## src/rtl/knight_cmd_link_if.sv

```systemverilog
// Serial link bundle between the host pins/command processor and the knight endpoint.
interface knight_cmd_link_if;
    logic        RX;
    logic        TX;
    logic [15:0] cmd;
    logic        cmd_rdy;
    logic        clr_cmd_rdy;
    logic [7:0]  resp;
    logic        send_resp;
    logic        resp_sent;
    logic        frm_err;

    modport slave (
        input  RX, clr_cmd_rdy, resp, send_resp,
        output TX, cmd, cmd_rdy, resp_sent, frm_err
    );

    modport master (
        output RX, clr_cmd_rdy, resp, send_resp,
        input  TX, cmd, cmd_rdy, resp_sent, frm_err
    );
endinterface

```

## src/rtl/knight_cmd_link.sv

```systemverilog
// Knight-side UART command endpoint: assembles 16-bit commands from byte pairs
// and serializes 8-bit responses back to the host, full duplex.
module knight_cmd_link #(
    parameter int          BAUD_DIV  = 2604,
    parameter logic [21:0] TO_CYCLES = 22'd2_500_000
) (
    input logic              clk,
    input logic              rst_n,
    knight_cmd_link_if.slave link
);

    localparam logic [11:0] BIT_END  = 12'(BAUD_DIV - 1);
    localparam logic [11:0] HALF_END = 12'(BAUD_DIV / 2 - 1);
    localparam logic [21:0] TO_END   = TO_CYCLES - 22'd1;

    typedef enum logic [1:0] {RX_IDLE, RX_START, RX_DATA, RX_STOP} rx_state_t;
    typedef enum logic       {WAIT_HI, WAIT_LO}                    asm_state_t;
    typedef enum logic       {TX_IDLE, TX_XMIT}                    tx_state_t;

    // ---------------- receiver ----------------
    logic        rx_ff1, rx_ff2, rx_ff3;
    logic        rx_fall;
    rx_state_t   rx_state;
    logic [11:0] rx_baud;
    logic [3:0]  rx_bits;
    logic [7:0]  rx_shift;
    logic        byte_rdy;
    logic        frm_err_q;
    logic        start_ok;

    // Presets keep a reset-time low on RX from looking like a start bit.
    always_ff @(posedge clk or negedge rst_n) begin
        if (!rst_n) begin
            rx_ff1 <= 1'b1;
            rx_ff2 <= 1'b1;
            rx_ff3 <= 1'b1;
        end else begin
            rx_ff1 <= link.RX;
            rx_ff2 <= rx_ff1;
            rx_ff3 <= rx_ff2;
        end
    end

    assign rx_fall = rx_ff3 & ~rx_ff2;

    always_ff @(posedge clk or negedge rst_n) begin
        if (!rst_n) begin
            rx_state  <= RX_IDLE;
            rx_baud   <= '0;
            rx_bits   <= '0;
            rx_shift  <= '0;
            byte_rdy  <= 1'b0;
            frm_err_q <= 1'b0;
            start_ok  <= 1'b0;
        end else begin
            byte_rdy  <= 1'b0;
            frm_err_q <= 1'b0;
            start_ok  <= 1'b0;
            case (rx_state)
                RX_IDLE: begin
                    if (rx_fall) begin
                        rx_state <= RX_START;
                        rx_baud  <= '0;
                    end
                end
                RX_START: begin
                    if (rx_baud == HALF_END) begin
                        rx_baud <= '0;
                        rx_bits <= '0;
                        if (rx_ff2) begin
                            rx_state <= RX_IDLE;
                        end else begin
                            rx_state <= RX_DATA;
                            start_ok <= 1'b1;
                        end
                    end else begin
                        rx_baud <= rx_baud + 12'd1;
                    end
                end
                RX_DATA: begin
                    if (rx_baud == BIT_END) begin
                        rx_baud  <= '0;
                        rx_shift <= {rx_ff2, rx_shift[7:1]};
                        rx_bits  <= rx_bits + 4'd1;
                        if (rx_bits == 4'd7) rx_state <= RX_STOP;
                    end else begin
                        rx_baud <= rx_baud + 12'd1;
                    end
                end
                RX_STOP: begin
                    if (rx_baud == BIT_END) begin
                        rx_baud  <= '0;
                        rx_bits  <= '0;
                        rx_state <= RX_IDLE;
                        if (rx_ff2) byte_rdy  <= 1'b1;
                        else        frm_err_q <= 1'b1;
                    end else begin
                        rx_baud <= rx_baud + 12'd1;
                    end
                end
                default: rx_state <= RX_IDLE;
            endcase
        end
    end

    // ---------------- command assembler ----------------
    asm_state_t  asm_state;
    logic [7:0]  hi_q;
    logic [15:0] cmd_q;
    logic        cmd_rdy_q;
    logic [21:0] to_cnt;

    // The set in WAIT_LO is written last so it overrides a same-cycle clear.
    always_ff @(posedge clk or negedge rst_n) begin
        if (!rst_n) begin
            asm_state <= WAIT_HI;
            hi_q      <= '0;
            cmd_q     <= '0;
            cmd_rdy_q <= 1'b0;
            to_cnt    <= '0;
        end else begin
            if (link.clr_cmd_rdy) cmd_rdy_q <= 1'b0;
            case (asm_state)
                WAIT_HI: begin
                    if (start_ok) cmd_rdy_q <= 1'b0;
                    if (byte_rdy) begin
                        hi_q      <= rx_shift;
                        to_cnt    <= '0;
                        asm_state <= WAIT_LO;
                    end
                end
                WAIT_LO: begin
                    if (byte_rdy) begin
                        cmd_q     <= {hi_q, rx_shift};
                        cmd_rdy_q <= 1'b1;
                        asm_state <= WAIT_HI;
                    end else if (frm_err_q || to_cnt == TO_END) begin
                        asm_state <= WAIT_HI;
                    end else if (to_cnt != '1) begin
                        to_cnt <= to_cnt + 22'd1;
                    end
                end
                default: asm_state <= WAIT_HI;
            endcase
        end
    end

    // ---------------- transmitter ----------------
    tx_state_t   tx_state;
    logic [8:0]  tx_shift;
    logic [11:0] tx_baud;
    logic [3:0]  tx_bits;
    logic        tx_q;
    logic        resp_sent_q;

    // tx_q carries the bit on the wire; tx_shift holds the rest of the frame.
    always_ff @(posedge clk or negedge rst_n) begin
        if (!rst_n) begin
            tx_state    <= TX_IDLE;
            tx_shift    <= '1;
            tx_baud     <= '0;
            tx_bits     <= '0;
            tx_q        <= 1'b1;
            resp_sent_q <= 1'b0;
        end else begin
            case (tx_state)
                TX_IDLE: begin
                    tx_q <= 1'b1;
                    if (link.send_resp) begin
                        tx_shift    <= {1'b1, link.resp};
                        tx_q        <= 1'b0;
                        tx_baud     <= '0;
                        tx_bits     <= '0;
                        resp_sent_q <= 1'b0;
                        tx_state    <= TX_XMIT;
                    end
                end
                TX_XMIT: begin
                    if (tx_baud == BIT_END) begin
                        tx_baud <= '0;
                        if (tx_bits == 4'd9) begin
                            tx_q        <= 1'b1;
                            resp_sent_q <= 1'b1;
                            tx_state    <= TX_IDLE;
                        end else begin
                            tx_q     <= tx_shift[0];
                            tx_shift <= {1'b1, tx_shift[8:1]};
                            tx_bits  <= tx_bits + 4'd1;
                        end
                    end else begin
                        tx_baud <= tx_baud + 12'd1;
                    end
                end
                default: tx_state <= TX_IDLE;
            endcase
        end
    end

    assign link.TX        = tx_q;
    assign link.cmd       = cmd_q;
    assign link.cmd_rdy   = cmd_rdy_q;
    assign link.resp_sent = resp_sent_q;
    assign link.frm_err   = frm_err_q;

endmodule
```

## src/flat_wrapper.sv

```systemverilog
// flat-port wrapper written by rule: the top's interface ports become plain ports
module knight_cmd_link_flat 
#(
    parameter int          BAUD_DIV  = 2604,
    parameter logic [21:0] TO_CYCLES = 22'd2_500_000
)
  (clk, rst_n, link_RX, link_clr_cmd_rdy, link_resp, link_send_resp, link_TX, link_cmd, link_cmd_rdy, link_resp_sent, link_frm_err);
  knight_cmd_link_if link_i ();
  input logic clk;
  input logic rst_n;
  input wire logic [$bits(link_i.RX)-1:0] link_RX;
  input wire logic [$bits(link_i.clr_cmd_rdy)-1:0] link_clr_cmd_rdy;
  input wire logic [$bits(link_i.resp)-1:0] link_resp;
  input wire logic [$bits(link_i.send_resp)-1:0] link_send_resp;
  output wire logic [$bits(link_i.TX)-1:0] link_TX;
  output wire logic [$bits(link_i.cmd)-1:0] link_cmd;
  output wire logic [$bits(link_i.cmd_rdy)-1:0] link_cmd_rdy;
  output wire logic [$bits(link_i.resp_sent)-1:0] link_resp_sent;
  output wire logic [$bits(link_i.frm_err)-1:0] link_frm_err;
  assign link_i.RX = link_RX;
  assign link_i.clr_cmd_rdy = link_clr_cmd_rdy;
  assign link_i.resp = link_resp;
  assign link_i.send_resp = link_send_resp;
  assign link_TX = link_i.TX;
  assign link_cmd = link_i.cmd;
  assign link_cmd_rdy = link_i.cmd_rdy;
  assign link_resp_sent = link_i.resp_sent;
  assign link_frm_err = link_i.frm_err;
  knight_cmd_link #(.BAUD_DIV(BAUD_DIV), .TO_CYCLES(TO_CYCLES)) u_core (.clk(clk), .rst_n(rst_n), .link(link_i));
endmodule
```

## config.mk

```make
export PLATFORM = sky130hd
export DESIGN_NAME = knight_cmd_link_flat
export DESIGN_NICKNAME = d
export VERILOG_FILES = /design/src/rtl/knight_cmd_link_if.sv /design/src/rtl/knight_cmd_link.sv /design/src/flat_wrapper.sv
export SDC_FILE = /design/constraint.sdc
export NUM_CORES = 1
export LEC_CHECK = 0
export CAP_MARGIN = 20
export CELL_PAD_IN_SITES_DETAIL_PLACEMENT = 2
export CELL_PAD_IN_SITES_GLOBAL_PLACEMENT = 2
export CORE_MARGIN = 4
export CORE_UTILIZATION = 42
export DETAILED_ROUTE_END_ITERATION = 8
export GPL_TIMING_DRIVEN = 1
export PLACE_DENSITY_LB_ADDON = 0.1
export SYNTH_ARGS = -nofsm -noshare
export SYNTH_HDL_FRONTEND = slang
export SYNTH_SLANG_ARGS = --single-unit
```

## constraint.sdc

```tcl
create_clock -name clk -period 5.15 [get_ports clk]
set_clock_uncertainty 0.15 [all_clocks]
set_input_delay 0.515 -clock clk [delete_from_list [all_inputs] [get_ports clk]]
set_output_delay 0.515 -clock clk [all_outputs]
set_load 0.02 [all_outputs]
```

==> results of run 1 <==
## registers in the layout (all words and copies together) (netlist names), 4 cells and up, named ones only
name / count
u_core.tx_baud: 12
u_core.rx_baud: 12
u_core.to_cnt: 22
u_core.link.cmd: 16
u_core.tx_shift: 8
u_core.tx_bits: 4
u_core.rx_bits: 4
u_core.rx_shift: 8
u_core.hi_q: 8
## layout make-up
class / count / area, um^2 / share of cell area
sequential: 107 / 2690 / 0.449
multi-input combinational: 367 / 2390 / 0.399
timing repair buffer: 36 / 352 / 0.0586
clock buffer: 10 / 229 / 0.0382
tap: 168 / 210 / 0.0350
clock inverter: 6 / 62.6 / 0.0104
inverter: 16 / 60.1 / 0.0100
## cells in the mapped netlist, types with 7 or more instances
cell type / number
sky130_fd_sc_hd__a41oi_1: 7
sky130_fd_sc_hd__a21oi_1: 21
sky130_fd_sc_hd__dfstp_2: 12
sky130_fd_sc_hd__nor4_1: 8
sky130_fd_sc_hd__ha_1: 7
sky130_fd_sc_hd__o21ai_0: 40
sky130_fd_sc_hd__mux2_2: 32
sky130_fd_sc_hd__inv_1: 15
sky130_fd_sc_hd__nor2_1: 25
sky130_fd_sc_hd__clkbuf_1: 18
sky130_fd_sc_hd__nor3_1: 10
sky130_fd_sc_hd__nand3_1: 20
sky130_fd_sc_hd__nand4_1: 12
sky130_fd_sc_hd__mux2i_1: 11
sky130_fd_sc_hd__a31oi_1: 32
sky130_fd_sc_hd__nand2_1: 51
sky130_fd_sc_hd__o21a_1: 7
sky130_fd_sc_hd__dfrtp_1: 95
## how the worst min path moves through the flow
stage,start,end,slack (ns)
floorplan,rst_n,asynchronous set/reset pin,0.07
global placement,u_core.rx_ff1$_DFF_PN1_,u_core.rx_ff2$_DFF_PN1_,0.20
detailed placement,u_core.rx_ff1$_DFF_PN1_,u_core.rx_ff2$_DFF_PN1_,0.21
CTS,rst_n,u_core.to_cnt[6]$_DFFE_PN0P_,0.03
global route,rst_n,u_core.to_cnt[6]$_DFFE_PN0P_,0.04
finish,rst_n,u_core.to_cnt[6]$_DFFE_PN0P_,0.002
## logic make-up after synthesis
group | count (synthesis) | synth area share
flops | 107 | 0.512
fa+ha+maj | 7 | 0.0167
simple gates | 173 | 0.174
mux | 43 | 0.0895
compound gates | 144 | 0.175
buf+inv | 40 | 0.0333
## per-layer routing
layer | track usage | vias to the layer above
met5 | 0 | -
met4 | 0.0666 | 0
met3 | 0.0457 | 20
met2 | 0.394 | 59
met1 | 0.267 | 2214
li1 | - | 1958
## power breakdown
group / internal (W) / leakage, nW / switching (W)
logic: 0.0000696 / 1.01 / 0.000113
clock network: 0.000378 / 0.147 / 0.000315
registers: 0.000878 / 1.39 / 0.0000584
## metrics by stage
stage	power (W)	worst slack [ns]	hold WS [ns]	util
CTS	0.00185	1.49	0.0303	0.495
finish	0.00181	1.50	0.00234	0.495
detailed placement	0.00114	1.53	0.208	0.471
floorplan	0.00105	2.71	0.0694	-
global placement	0.00112	1.69	0.197	0.470
global route	0.00192	1.23	0.0392	0.495
==> key figures, run 1 <==
Outcome
  – Outcome: finished clean

Worst setup path
  – Cell with the most instances on the worst path: sky130_fd_sc_hd__a31oi_1
  – Endpoint arrival time on the critical path: 3.68 ns
  – R2r startpoint: u_core.asm_state$_DFF_PN0_
  – Cell type of the slowest stage on the worst timing path: sky130_fd_sc_hd__nor2b_1
  – Critical path origin: u_core.asm_state$_DFF_PN0_
  – FF-to-FF End: u_core.to_cnt[18]$_DFFE_PN0P_
  – Chain of cells forming the critical path: nor2b_1, a21oi_1, a31oi_1, o21a_1, a31oi_1
  – Setup crit end kind: register
  – Number of logic stages on the critical path including buffering: 5
  – Kind of start point of the critical path: register
  – Critical Setup Path Class: reg -> reg
  – Family of cells with the greatest summed delay on the critical path: compound AO/OA/AOI/OAI gates
  – Worst setup slack for register-to-register paths: 1.50 ns
  – Worst setup path end: u_core.to_cnt[18]$_DFFE_PN0P_
  – Number of buffers and inverters on the critical path: 0
  – Crit Path Max Fanout: 18
  – Delay contributed by the slowest stage of the critical path: 0.88 ns
  – Worst R2R Path Depth: 5
  – WP data required: 5.18 ns

CTS
  – Cts hold-fix bufs: 0
  – CTS buffer count: 9
  – Maximum level of the CTS H-tree: 3
  – Deepest clock path buffer count: 2
  – Total of cells resized after clock tree synthesis: 0
  – Buffer count from post-CTS setup fixing: 0
  – CTS tree: yes
  – Total number of clock tree sinks: 107
  – Clock Latency Late Sink: 0.36 ns
  – Register clock-pin slew on the reported worst setup and hold paths: 0.07 ns
  – Root buffer cell: sky130_fd_sc_hd__clkbuf_16

Logic synthesis
  – Synthesized Nets: 534
  – Cell taking the most area after synthesis: sky130_fd_sc_hd__dfrtp_1
  – Most common flop cell mapped by yosys: sky130_fd_sc_hd__dfrtp_1
  – Syn Area/Cell: 10.2 um^2
  – Post-synth EDFFs: 0
  – Cell area after technology mapping: 0.00526 mm^2
  – Number of distinct library cells after synthesis: 56
  – Portion of the post-synthesis area used by sequential elements: 0.512
  – Portion of synthesized cell area occupied by the leading cell type: 0.452
  – Number of instances in the synthesized netlist: 514
  – Area contributors post-synth: sky130_fd_sc_hd__dfrtp_1 (45%), sky130_fd_sc_hd__mux2_2 (6.9%), sky130_fd_sc_hd__dfstp_2 (6.0%)
  – Fraction of registers with async set/reset: 1.00
  – Count of state elements after synthesis: 107
  – Number of synthesis warnings: 0

GRT
  – Global-route wire length before repair: 25100 um
  – Number of antenna violations at the first check in global routing: 0
  – Maximum number of pins on one net before global-route repair: 64
  – Number of global-route vias before repair: 4650
  – Grt total ovfl: 0
  – Aggregate global-route resource usage: 0.220

Routing
  – Routed wl met2: 7880 um
  – Detail Route met3 WL: 402 um
  – Wire per inst: 20.9 um
  – Antenna violation net count after detailed routing: 0
  – Sum of routed wire segments on met1: 6250 um
  – Number of design rule violations left after detail routing: 0
  – Vias per cell: 5.99
  – Via count: 4251
  – Iteration count of the initial detailed-routing pass: 4
  – Uppermost metal layer occupied by signal nets: met4
  – DR iter-0 viols: 212
  – Total wire length after detailed routing: 14800 um

STA
  – Measured slew at the worst slew-check pin: 0.996 ns
  – Count of final setup violators: 0
  – Fraction of the cycle the final worst path needs: 0.708
  – Final Max Tran Viols: 0
  – Unrepaired setup endpoints after global routing: no
  – Max Clk Rate: 274 MHz
  – Post-route setup TNS: 0 ns
  – Final worst path period need: 3.65 ns
  – Normalized max-slew margin: 0.335
  – Final hold violations: 0

Placement
  – Routability Congestion: 0.780
  – Number of cells after detailed placement: 694
  – Post-detail-place hpwl: 10300 um
  – Number of port buffers: 32
  – Dpl cell area: 0.00571 mm^2

Layout
  – Summed area of non-filler cells in the final layout: 0.00600 mm^2
  – Layout-stage area growth over the synthesis result: 14.2%
  – Most frequent standard cell in the layout excluding fill and tap cells: sky130_fd_sc_hd__dfrtp_1
  – Fraction of layout cells with a size suffix above 1: 0.137
  – Layout Nets: 557
  – Commonest cells after routing, fill and taps aside: sky130_fd_sc_hd__dfrtp_1 (95), sky130_fd_sc_hd__nand2_1 (51), sky130_fd_sc_hd__o21ai_0 (40), sky130_fd_sc_hd__a31oi_1 (32), sky130_fd_sc_hd__mux2_2 (32)
  – Number of standard cells in the layout, taps in and fillers out: 710
  – Number of antenna diodes: 0
  – # fillers: 1295

Die
  – Die footprint: 0.0144 mm^2
  – Cell Rows: 40
  – Initial Util: 0.434
  – Die Ht: 120 um
  – Width of the chip: 120 um
  – Std-Cell Core Area: 0.0121 mm^2
  – Num ports: 33

Power and ir drop
  – Maximum vdd drop: 0.239 mV
  – Total power per unit cell area: 302 mW/mm^2
  – Leakage power total: 2.55 nW

Flow run
  – Number of max-cap violations: 0

Hold path
  – Worst min-delay path class: in -> async
(Power assumes the default switching activity.)
==> inputs of run 2 (changes only) <==
- CORE_UTILIZATION: 42 -> 35
- clock period: 5.15 -> 3.25 ns (I/O delays scaled with it)
==> key figures, run 2 (synthesized netlist as in run 1, its figures left out) <==
Power and ir drop
  – Psw: 0.000784 W
  – Total power per unit cell area: 484 mW/mm^2
  – Maximum vdd drop: 0.276 mV
  – Clock network fraction of design power: 0.405
  – Leakage power total: 2.61 nW
  – Relative contribution of combinational cells to total power: 0.096
  – Reg power frac: 0.499
  – Int Power: 0.00219 W
  – Total Power Consumption: 0.00297 W
  – Fraction of power spent switching nets: 0.264

Layout
  – Register name with the most flops: u_core.to_cnt
  – Commonest cells after routing, fill and taps aside: sky130_fd_sc_hd__dfrtp_1 (95), sky130_fd_sc_hd__nand2_1 (51), sky130_fd_sc_hd__o21ai_0 (40), sky130_fd_sc_hd__a31oi_1 (32), sky130_fd_sc_hd__mux2_2 (32)
  – Number of antenna diodes: 0
  – Summed area of non-filler cells in the final layout: 0.00614 mm^2
  – Most frequent standard cell in the layout excluding fill and tap cells: sky130_fd_sc_hd__dfrtp_1
  – Layout Nets: 567
  – Layout-stage area growth over the synthesis result: 16.8%
  – Fraction of layout cells with a size suffix above 1: 0.150
  – Number of flip-flops in the largest register: 22

STA
  – Final worst path period need: 2.72 ns
  – Count of final setup violators: 0
  – Post-route setup TNS: 0 ns
  – Final hold violations: 0
  – Final Max Tran Viols: 0
  – Unrepaired setup endpoints after global routing: no
  – Max Clk Rate: 367 MHz
  – Measured slew at the worst slew-check pin: 0.801 ns
  – Normalized max-slew margin: 0.466
  – Fraction of the cycle the final worst path needs: 0.838

Routing
  – Via count: 4200
  – Vias per cell: 5.71
  – DR iter-0 viols: 200
  – Wire per inst: 18.5 um
  – Iteration count of the initial detailed-routing pass: 4
  – Antenna violation net count after detailed routing: 0
  – Number of design rule violations left after detail routing: 0
  – Total wire length after detailed routing: 13600 um

CTS
  – CTS tree: yes
  – Buffer count from post-CTS setup fixing: 0
  – Register clock-pin slew on the reported worst setup and hold paths: 0.07 ns
  – CTS buffer count: 9
  – Total number of clock tree sinks: 107
  – Maximum level of the CTS H-tree: 3
  – Deepest clock path buffer count: 2
  – Clock Latency Late Sink: 0.35 ns
  – Root buffer cell: sky130_fd_sc_hd__clkbuf_16

Hold path
  – Worst Hold End: u_core.rx_ff2$_DFF_PN1_
  – Hold Startpoint: u_core.rx_ff1$_DFF_PN1_
  – Worst hold path depth: 0
  – Worst min-delay path class: reg -> reg

Worst setup path
  – Delay contributed by the slowest stage of the critical path: 0.47 ns
  – Cell type of the slowest stage on the worst timing path: sky130_fd_sc_hd__o21a_1
  – Setup crit end kind: register
  – Worst R2R Path Depth: 6
  – Kind of start point of the critical path: register
  – Chain of cells forming the critical path: ha_1, nand4_4, or3_1, or3_1, o21a_1, a31oi_1
  – WP data required: 3.36 ns
  – Endpoint arrival time on the critical path: 2.83 ns
  – FF-to-FF End: u_core.to_cnt[18]$_DFFE_PN0P_
  – Critical Setup Path Class: reg -> reg
  – Worst setup slack for register-to-register paths: 0.53 ns
  – Cell with the most instances on the worst path: sky130_fd_sc_hd__or3_1
  – R2r startpoint: u_core.to_cnt[1]$_DFFE_PN0P_
  – Crit Path Max Fanout: 18

GRT
  – Number of global-route vias before repair: 4579
  – Number of antenna violations at the first check in global routing: 0
  – Grt total ovfl: 0
  – Maximum number of pins on one net before global-route repair: 61
  – Aggregate global-route resource usage: 0.173
  – Global-route wire length before repair: 23800 um

Outcome
  – Outcome: finished clean

Flow run
  – Number of max-cap violations: 0

Die
  – Std-Cell Core Area: 0.0146 mm^2
  – Die footprint: 0.0170 mm^2
  – Width of the chip: 131 um
  – Num ports: 33
  – Initial Util: 0.359
  – Cell Rows: 44
  – Die Ht: 131 um

Placement
  – Dpl cell area: 0.00581 mm^2
  – Routability Congestion: 0.805
  – Post-detail-place hpwl: 9350 um
  – Number of port buffers: 32
[run 2: per-layer routing]
layer  track usage  vias to the layer above  wire, um
met3        0.0333                       12       265
met1         0.232                     2164      6590
li1              -                     1982         -
met4        0.0417                        0       152
met2         0.289                       42      6620
met5             0                        -         0
[run 2: critical path, delay by kind of cell, from the launching register on]
kind	cells	cell delay, ns
adders and majority gates	1	0.29
and+or+nand+nor	3	0.97
AOI/OAI and AO/OA	2	0.79
DFF	1	0.42
[run 2: final cells by class]
type	count	area (um^2)
fillers	1556	8500
flip-flops and latches	107	2690
multi-input cells	367	2390
repair buffers	46	438
well taps	184	230
clock buffers	10	229
clock inverters	6	96.3
inverters	16	60.1
[run 2: metrics by stage]
step / hold slack, ns / instances / utilization / setup WS (ns)
final: 0.211 / 736 / 0.419 / 0.528
after floorplan: -0.121 / 514 / - / 0.810
after global routing: 0.225 / 736 / 0.419 / 0.346
after global placement: 0.205 / 719 / 0.396 / 0.695
after detailed placement: 0.199 / 719 / 0.396 / 0.564
after CTS: 0.216 / 736 / 0.419 / 0.516
[run 2: repair_timing]
action                                 in CTS  in global routing
gates resized for setup                     0                  0
endpoints found under the hold margin      58                  0
hold buffers                                1                  0
[run 2: power groups by stage]
| stage | logic (W) | registers, W | clock network [W] |
|---|---|---|---|
| global route | 0.000333 | 0.00150 | 0.00131 |
| detailed placement | 0.000294 | 0.00151 | 0 |
| global placement | 0.000274 | 0.00150 | 0 |
| floorplan | 0.000205 | 0.00146 | 0 |
| CTS | 0.000296 | 0.00148 | 0.00126 |
| finish | 0.000287 | 0.00148 | 0.00120 |
[run 2: worst max-delay path by stage]
stage / startpoint / end / slack, ns / cells past startpoint
CTS: u_core.to_cnt[1]$_DFFE_PN0P_ / u_core.to_cnt[18]$_DFFE_PN0P_ / 0.52 / 6
global route: u_core.rx_state[0]$_DFFE_PN0P_ / u_core.rx_baud[5]$_DFFE_PN0N_ / 0.35 / 5
global placement: u_core.tx_baud[8]$_DFFE_PN0P_ / u_core.tx_bits[3]$_DFFE_PN0P_ / 0.70 / 5
detailed placement: u_core.to_cnt[1]$_DFFE_PN0P_ / u_core.to_cnt[18]$_DFFE_PN0P_ / 0.56 / 6
floorplan: u_core.to_cnt[0]$_DFFE_PN0P_ / u_core.to_cnt[11]$_DFFE_PN0P_ / 0.81 / 9
finish: u_core.to_cnt[1]$_DFFE_PN0P_ / u_core.to_cnt[18]$_DFFE_PN0P_ / 0.53 / 6
==> inputs of run 3 (changes only) <==
- CORE_UTILIZATION: 35 -> 39
- clock period: 3.25 -> 2.8 ns (I/O delays scaled with it)
==> key figures, run 3 (synthesized netlist as in run 1, its figures left out) <==
Outcome
  – Outcome: finished clean

Layout
  – Layout Nets: 572
  – Commonest cells after routing, fill and taps aside: sky130_fd_sc_hd__dfrtp_1 (95), sky130_fd_sc_hd__nand2_1 (51), sky130_fd_sc_hd__o21ai_0 (40), sky130_fd_sc_hd__a31oi_1 (32), sky130_fd_sc_hd__mux2_2 (32)
  – Register name with the most flops: u_core.to_cnt
  – Most frequent standard cell in the layout excluding fill and tap cells: sky130_fd_sc_hd__dfrtp_1
  – Number of standard cells in the layout, taps in and fillers out: 733
  – Number of antenna diodes: 0
  – # fillers: 1392
  – Number of flip-flops in the largest register: 22
  – Summed area of non-filler cells in the final layout: 0.00618 mm^2
  – Fraction of layout cells with a size suffix above 1: 0.163
  – Layout-stage area growth over the synthesis result: 17.6%

Routing
  – Number of design rule violations left after detail routing: 0
  – Vias per cell: 5.82
  – Total wire length after detailed routing: 14600 um
  – Antenna violation net count after detailed routing: 0
  – DR iter-0 viols: 201
  – Via count: 4267
  – Wire per inst: 19.9 um
  – Iteration count of the initial detailed-routing pass: 4

Flow run
  – Number of max-cap violations: 0

Die
  – Cell Rows: 42
  – Std-Cell Core Area: 0.0132 mm^2
  – Num ports: 33
  – Initial Util: 0.397
  – Die footprint: 0.0154 mm^2
  – Width of the chip: 124 um
  – Die Ht: 124 um

Worst setup path
  – Endpoint arrival time on the critical path: 2.67 ns
  – Cell type of the slowest stage on the worst timing path: sky130_fd_sc_hd__dfrtp_1
  – Worst R2R Path Depth: 7
  – Cell with the most instances on the worst path: sky130_fd_sc_hd__or3_1
  – Delay contributed by the slowest stage of the critical path: 0.42 ns
  – Critical Setup Path Class: reg -> reg
  – Crit Path Max Fanout: 17
  – Kind of start point of the critical path: register
  – Number of logic stages on the critical path including buffering: 7
  – Critical path origin: u_core.to_cnt[1]$_DFFE_PN0P_
  – Chain of cells forming the critical path: ha_1, nand4_4, or3_1, or3_1, buf_4, a41oi_1, a31oi_1
  – Number of buffers and inverters on the critical path: 1
  – Setup crit end kind: register
  – Family of cells with the greatest summed delay on the critical path: simple AND/OR/NAND/NOR gates
  – WP data required: 2.87 ns
  – R2r startpoint: u_core.to_cnt[1]$_DFFE_PN0P_

Placement
  – Routability Congestion: 0.783
  – Number of cells after detailed placement: 716
  – Dpl cell area: 0.00584 mm^2
  – Post-Place Worst Slack: 0.132 ns
  – Number of port buffers: 32
  – Post-detail-place hpwl: 10000 um

GRT
  – Grt total ovfl: 0
  – Number of antenna violations at the first check in global routing: 0
  – Maximum number of pins on one net before global-route repair: 64
  – Global-route wire length before repair: 24100 um
  – Aggregate global-route resource usage: 0.200
  – Number of global-route vias before repair: 4707

CTS
  – Buffer count from post-CTS setup fixing: 0
  – CTS tree: yes
  – Total number of clock tree sinks: 107
  – Clock Latency Late Sink: 0.36 ns
  – Deepest clock path buffer count: 2
  – Register clock-pin slew on the reported worst setup and hold paths: 0.08 ns
  – Root buffer cell: sky130_fd_sc_hd__clkbuf_16
  – Maximum level of the CTS H-tree: 3
  – CTS buffer count: 9

STA
  – Minimum hold slack: 0.173 ns
  – Fraction of the cycle the final worst path needs: 0.931
  – Setup slack of the critical path after layout: 0.193 ns
  – Final Max Tran Viols: 0
  – Final worst path period need: 2.61 ns
  – Normalized max-slew margin: 0.507
  – Post-route setup TNS: 0 ns
  – Max Clk Rate: 384 MHz
  – Measured slew at the worst slew-check pin: 0.737 ns
  – Unrepaired setup endpoints after global routing: no
  – Final hold violations: 0
  – Count of final setup violators: 0

Power and ir drop
  – Leakage power total: 2.64 nW
  – Maximum vdd drop: 0.393 mV
  – Total power per unit cell area: 562 mW/mm^2

Hold path
  – Worst hold path depth: 1
  – Worst min-delay path class: in -> reg
  – Hold Startpoint: link_RX
## run 3: layer usage
| metal | up-vias | GRT usage | part of all wire |
|---|---|---|---|
| li1 | 1999 | - | - |
| met5 | - | 0 | 0 |
| met4 | 0 | 0.0534 | 0.013 |
| met3 | 16 | 0.0427 | 0.023 |
| met2 | 47 | 0.360 | 0.52 |
| met1 | 2205 | 0.242 | 0.44 |
## run 3: final timing paths
path / endpoint / slack (ns)
max: u_core.to_cnt[9]$_DFFE_PN0P_ / 0.19
min: u_core.rx_ff1$_DFF_PN1_ / 0.17
min reg2reg: u_core.rx_ff2$_DFF_PN1_ / 0.21
max in group asynchronous: u_core.rx_ff2$_DFF_PN1_ / 1.44
min in group asynchronous: u_core.to_cnt[6]$_DFFE_PN0P_ / 0.30
max reg2reg: u_core.to_cnt[9]$_DFFE_PN0P_ / 0.19
## run 3: timing repair
item                                    4_1_cts  5_1_grt
resized for setup                             0        2
endpoints found under the hold margin        28        0
endpoints found under the setup margin        0       18
hold buffers                                  1        0
## run 3: area by class of cell
type,instances,area [um^2],area share
Clock buffer,9,225,0.0364
Clock inverter,7,105,0.0170
Inverter,16,60.1,0.00972
Multi-Input combinational cell,367,2400,0.388
Sequential cell,107,2690,0.436
Tap cell,176,220,0.0356
Timing Repair Buffer,51,479,0.0775
## run 3: metrics by stage
step	util	total power, W
after CTS	0.466	0.00354
after global placement	0.440	0.00207
after detailed placement	0.441	0.00209
final	0.467	0.00347
after global routing	0.467	0.00366
after floorplan	-	0.00194
## run 3: power by group
part	switching [W]	internal, W	leakage, nW	total [W]
registers	0.0000846	0.00162	1.39	0.00170
clock network	0.000622	0.000799	0.159	0.00142
logic	0.000213	0.000139	1.09	0.000353
total	0.000920	0.00255	2.64	0.00347
